$ cat src/rtl/inv_butterfly_row.sv
// Streaming inverse of the first 8-point DCT butterfly stage.
// Loads s0..s3,d0..d3 serially, then emits x0..x7 in natural order.
module inv_butterfly_row #(
  parameter int W = 8
) (
  input  logic         clk,
  input  logic         rst_n,
  input  logic         in_valid,
  output logic         in_ready,
  input  logic [W:0]   in_data,
  output logic         out_valid,
  input  logic         out_ready,
  output logic [W-1:0] out_data,
  output logic         out_last,
  output logic         out_err
);
  localparam logic LOAD = 1'b0;
  localparam logic EMIT = 1'b1;

  logic             state;
  logic [2:0]       cnt;
  logic [2:0]       nxt;
  logic [7:0][W:0]  buf_q;
  logic [7:0][W-1:0] samp;
  logic [7:0]       perr;

  assign in_ready  = (state == LOAD);
  assign out_valid = (state == EMIT);
  assign nxt       = cnt + 3'd1;

  // One reconstruction lane per output index; x_k and x_(7-k) share a s/d pair.
  for (genvar k = 0; k < 8; k++) begin : g_x
    localparam int SI = (k < 4) ? k : 7 - k;
    logic signed [W+1:0] a, b, r;
    logic                unused_top;
    assign a = {buf_q[SI][W], buf_q[SI]};
    assign b = {buf_q[SI+4][W], buf_q[SI+4]};
    if (k < 4) begin : g_sum
      assign r = a + b;
    end else begin : g_dif
      assign r = a - b;
    end
    assign samp[k]    = r[W:1];
    // LSB of s+d equals LSB of s-d: odd means the pair was not a butterfly
    assign perr[k]    = r[0];
    assign unused_top = r[W+1];
  end

  always_ff @(posedge clk) begin
    if (state == LOAD && in_valid) buf_q[cnt] <= in_data;
  end

  always_ff @(posedge clk or negedge rst_n) begin
    if (!rst_n) begin
      state    <= LOAD;
      cnt      <= 3'd0;
      out_data <= '0;
      out_last <= 1'b0;
      out_err  <= 1'b0;
    end else if (state == LOAD) begin
      if (in_valid) begin
        if (cnt == 3'd7) begin
          // x0 depends only on buf[0]/buf[4], already stored
          cnt      <= 3'd0;
          state    <= EMIT;
          out_data <= samp[0];
          out_err  <= perr[0];
          out_last <= 1'b0;
        end else begin
          cnt <= nxt;
        end
      end
    end else if (out_ready) begin
      if (cnt == 3'd7) begin
        cnt   <= 3'd0;
        state <= LOAD;
      end else begin
        cnt      <= nxt;
        out_data <= samp[nxt];
        out_err  <= perr[nxt];
        out_last <= (nxt == 3'd7);
      end
    end
  end
endmodule

$ cat config.mk
export PLATFORM = sky130hd
export DESIGN_NAME = inv_butterfly_row
export DESIGN_NICKNAME = d
export VERILOG_FILES = /design/src/rtl/inv_butterfly_row.sv
export SDC_FILE = /design/constraint.sdc
export NUM_CORES = 1
export LEC_CHECK = 0
export CORE_MARGIN = 2
export CORE_UTILIZATION = 62
export CTS_BUF_LIST = sky130_fd_sc_hd__clkbuf_8
export DETAILED_ROUTE_END_ITERATION = 8
export GPL_TIMING_DRIVEN = 0
export HOLD_SLACK_MARGIN = 0.1
export MAX_ROUTING_LAYER = met4
export PLACE_DENSITY = 0.81
export SYNTH_ARGS = -nofsm -noshare
export SYNTH_HDL_FRONTEND = slang
export SYNTH_SLANG_ARGS = --single-unit
$ cat constraint.sdc
create_clock -name clk -period 6.5 [get_ports clk]
set_input_delay 1.625 -clock clk [delete_from_list [all_inputs] [get_ports clk]]
set_output_delay 1.625 -clock clk [all_outputs]
set_load 0.01 [all_outputs]
==> flow_metrics.env <==
export IMPL_reg2reg_depth=11
export IMPL_r2r_slack_ns=3.36
export IMPL_setup_ws_ns=2.81
export IMPL_synth_edf_count=72
export IMPL_max_freq_mhz=271
export IMPL_synth_ff_type="edfxtp_1"
export IMPL_r2r_end="out_data[5]"
export IMPL_drt_first_pass_iters=5
export IMPL_max_slew_margin=0.365
export IMPL_critPathMaxStageDelay_ns=0.67
export IMPL_drt_total_wl_um=17100
export IMPL_hold_viol=0
export IMPL_cts_htree_levels=3
export IMPL_finalSetupTns_ns=0
export IMPL_powerDensity_nw_per_um2=337
export IMPL_wl_per_cell_um=20.8
export IMPL_crit_type="primary input to register"
export IMPL_final_util=0.699
export IMPL_rsz0062_at_grt="no"
export IMPL_p_leak_nw=2.87
export IMPL_hp_class="register to register"
export IMPL_crit_required_ns=6.80
export IMPL_synth_seq_cells=86
export IMPL_place_gp_congestion=0.984
export IMPL_grt_max_degree=16
export IMPL_row_count=37
export IMPL_crit_path_start_kind="primary input"
export IMPL_cp_end_kind="register"
export IMPL_cts_buffer_depth=2
export IMPL_syn_num_nets=729
export IMPL_overflow=0
export IMPL_die_area_um2=11500
export IMPL_worstSkewPairLatency_ns=0.37
export IMPL_drive_gt1_frac=0.0937
export IMPL_crit_cells=7
export IMPL_ant_nets=0
export IMPL_place_inst=803
export IMPL_endpoint="out_data[5]"
export IMPL_post_cts_buffers=0
export IMPL_drt_iter0_markers=370
export IMPL_dp_hpwl_um=13200
export IMPL_post_synth_cell_area_avg_um2=10.3
export IMPL_crit_chain="clkdlybuf4s50_1, nand3b_1, nand2_1, o21ai_0, a2111oi_0, a32oi_1, a31oi_1"
export IMPL_hold_buffers=0
export IMPL_cts_tree="yes"
export IMPL_outcome="complete, no violations"
export IMPL_cpLargestDelayFamily="compound AO/OA/AOI/OAI gates"
export IMPL_netlist_area_um2=6600
export IMPL_fillers=776
export IMPL_stdcell_count=820
export IMPL_worstPathMaxFanout=8
export IMPL_dieHeight_um=107
export IMPL_tightest_slew_ns=0.949
export IMPL_cts_resized=0
export IMPL_num_vias=5039
export IMPL_synthCells=641
export IMPL_fp_coreArea_um2=10300
export IMPL_max_vdd_ir_drop_v=0.000180
export IMPL_drv_cap=0
export IMPL_path_clk_slew_ns=0.09
export IMPL_period_needed_ns=3.69
export IMPL_final_setup_skew_ns=0.00930
export IMPL_numCtsBuffers=9
export IMPL_yosysUniqueCellTypes=78
export IMPL_path_buf_inv=1
export IMPL_startpoint="out_ready"
export IMPL_remaining_drc_errors=0
export IMPL_die_w_um=107
export IMPL_slew_violations=0
export IMPL_track_usage=0.326
export IMPL_slowest_stage="a2111oi_0"
export IMPL_cts_sinks=86
export IMPL_pin_count=25
export IMPL_reg2reg_from="buf_q[0]"
export IMPL_io_buffers=24
export IMPL_antenna_found_initial=1
export IMPL_start_util=0.639
export IMPL_grt_pass1_vias=5034
export IMPL_yosysSeqAreaShare=0.381
export IMPL_power_w=0.00243
export IMPL_final_nets=766
export IMPL_period_share=0.567
export IMPL_grt_pass1_wl_um=26900
export IMPL_pre_cts_slack_ns=2.51
export IMPL_async_reset_ff_frac=0.163
export IMPL_cts_root_buf="clkbuf_8"
export IMPL_viasPerCell=6.15
export IMPL_critPathArrivalTime_ns=3.98
export IMPL_synth_warnings=0
export IMPL_setup_violations=0
export IMPL_synthToLayoutAreaGrowth_pct=9.31
[state kept, by name, indices dropped and copies added, names as in the netlist]
register	flops
out_last	1
buf_q	72
cnt	3
out_err	1
out_data	8
out_valid	1
[layout by cell type, fill, tap and decap left out, drive strengths merged, types with 5 or more instances in the layout]
cell,netlist,final
edfxtp,72,72
ha,67,67
inv,64,65
nor2,53,53
nand2,33,33
a21oi,32,32
xnor2,28,28
clkdlybuf4s50,0,24
nor3,23,23
o21ai,21,21
xor2,19,19
clkbuf,10,19
buf,16,18
nor2b,16,16
dfrtp,14,14
nand3,13,13
nand2b,12,12
o21bai,11,11
a31oi,10,10
a211oi,10,10
a21o,9,9
fa,8,8
or3,7,7
nor3b,6,6
o21a,6,6
mux4,6,6
a32oi,5,5
a221oi,5,5
mux2i,5,5
nor4,5,5
[cells in the mapped netlist, types with 6 or more instances]
| cell type | number | area (µm²) |
|---|---|---|
| xor2_1 | 19 | 166 |
| dfrtp_1 | 14 | 350 |
| or3_1 | 7 | 43.8 |
| nor3_1 | 22 | 110 |
| a21oi_1 | 31 | 155 |
| nor2_1 | 52 | 195 |
| edfxtp_1 | 72 | 2160 |
| a211oi_1 | 8 | 60.1 |
| nand2b_1 | 11 | 68.8 |
| o21ai_0 | 14 | 70.1 |
| nand3_1 | 13 | 65.1 |
| nor3b_1 | 6 | 45.0 |
| o21ai_1 | 7 | 35.0 |
| buf_6 | 6 | 67.6 |
| a31oi_1 | 10 | 62.6 |
| o21bai_1 | 9 | 67.6 |
| nand2_1 | 33 | 124 |
| inv_1 | 62 | 233 |
| a21o_1 | 9 | 67.6 |
| ha_1 | 67 | 838 |
| clkbuf_1 | 6 | 22.5 |
| o21a_1 | 6 | 45.0 |
| nor2b_1 | 14 | 87.6 |
| mux4_2 | 6 | 135 |
| xnor2_1 | 28 | 245 |
| fa_1 | 8 | 160 |
[through the flow]
step	cell area (µm²)	hold slack, ns
2_1_floorplan	6600	0.491
3_3_place_gp	7010	0.466
3_5_place_dp	7040	0.470
4_1_cts	7210	0.489
5_1_grt	7210	0.545
6_report	7210	0.485
[routing by layer]
| metal | vias to the layer above | global-route usage | part of all wire |
|---|---|---|---|
| met1 | 2429 | 0.428 | 0.43 |
| li1 | 2384 | - | - |
| met3 | 35 | 0.0602 | 0.078 |
| met4 | 0 | 0.147 | 0.038 |
| met5 | - | - | 0 |
| met2 | 191 | 0.495 | 0.45 |
[tightest hold or removal path, cell delays in order (launching register included)]
cell and delay (ns):
dfrtp_1 0.35, nand2_1 0.05, o21ai_0 0.06
[layout make-up]
type                    instances  area [µm²]  share of cell area
diodes                          1        2.50            0.000347
clock inverters                 7        50.0             0.00694
repair buffers                 26         255              0.0354
well taps                     136         170              0.0236
inverters                      65         244              0.0338
clock buffers                   9         124              0.0172
plain buffers                  26         205              0.0284
multi-input cells             464        3650               0.506
flip-flops and latches         86        2510               0.348
[cells by family after synthesis]
kind of cell	count (synthesis)	synth area share
adders and majority gates	75	0.151
muxes	13	0.0315
AOI/OAI and AO/OA	143	0.162
and+or+nand+nor	186	0.144
buffers and inverters	91	0.0681
xor gates and xnor gates	47	0.0624
DFF	86	0.381
[how the worst min path moves through the flow]
stage / slack [ns] / cells past startpoint / endpoint / start
global placement: 0.47 / 2 / out_last / out_last
CTS: 0.49 / 2 / out_last / out_last
floorplan: 0.49 / 2 / cnt[2] / cnt[2]
detailed placement: 0.47 / 2 / out_last / out_last
global route: 0.55 / 2 / out_last / out_last
finish: 0.49 / 2 / out_last / out_last
[power breakdown]
group	total, W	switching, W	internal (W)
Sequential	0.000754	0.0000602	0.000694
Combinational	0.00133	0.000796	0.000534
Clock	0.000348	0.000209	0.000139
Total	0.00243	0.00107	0.00137
(Power assumes the default switching activity.)
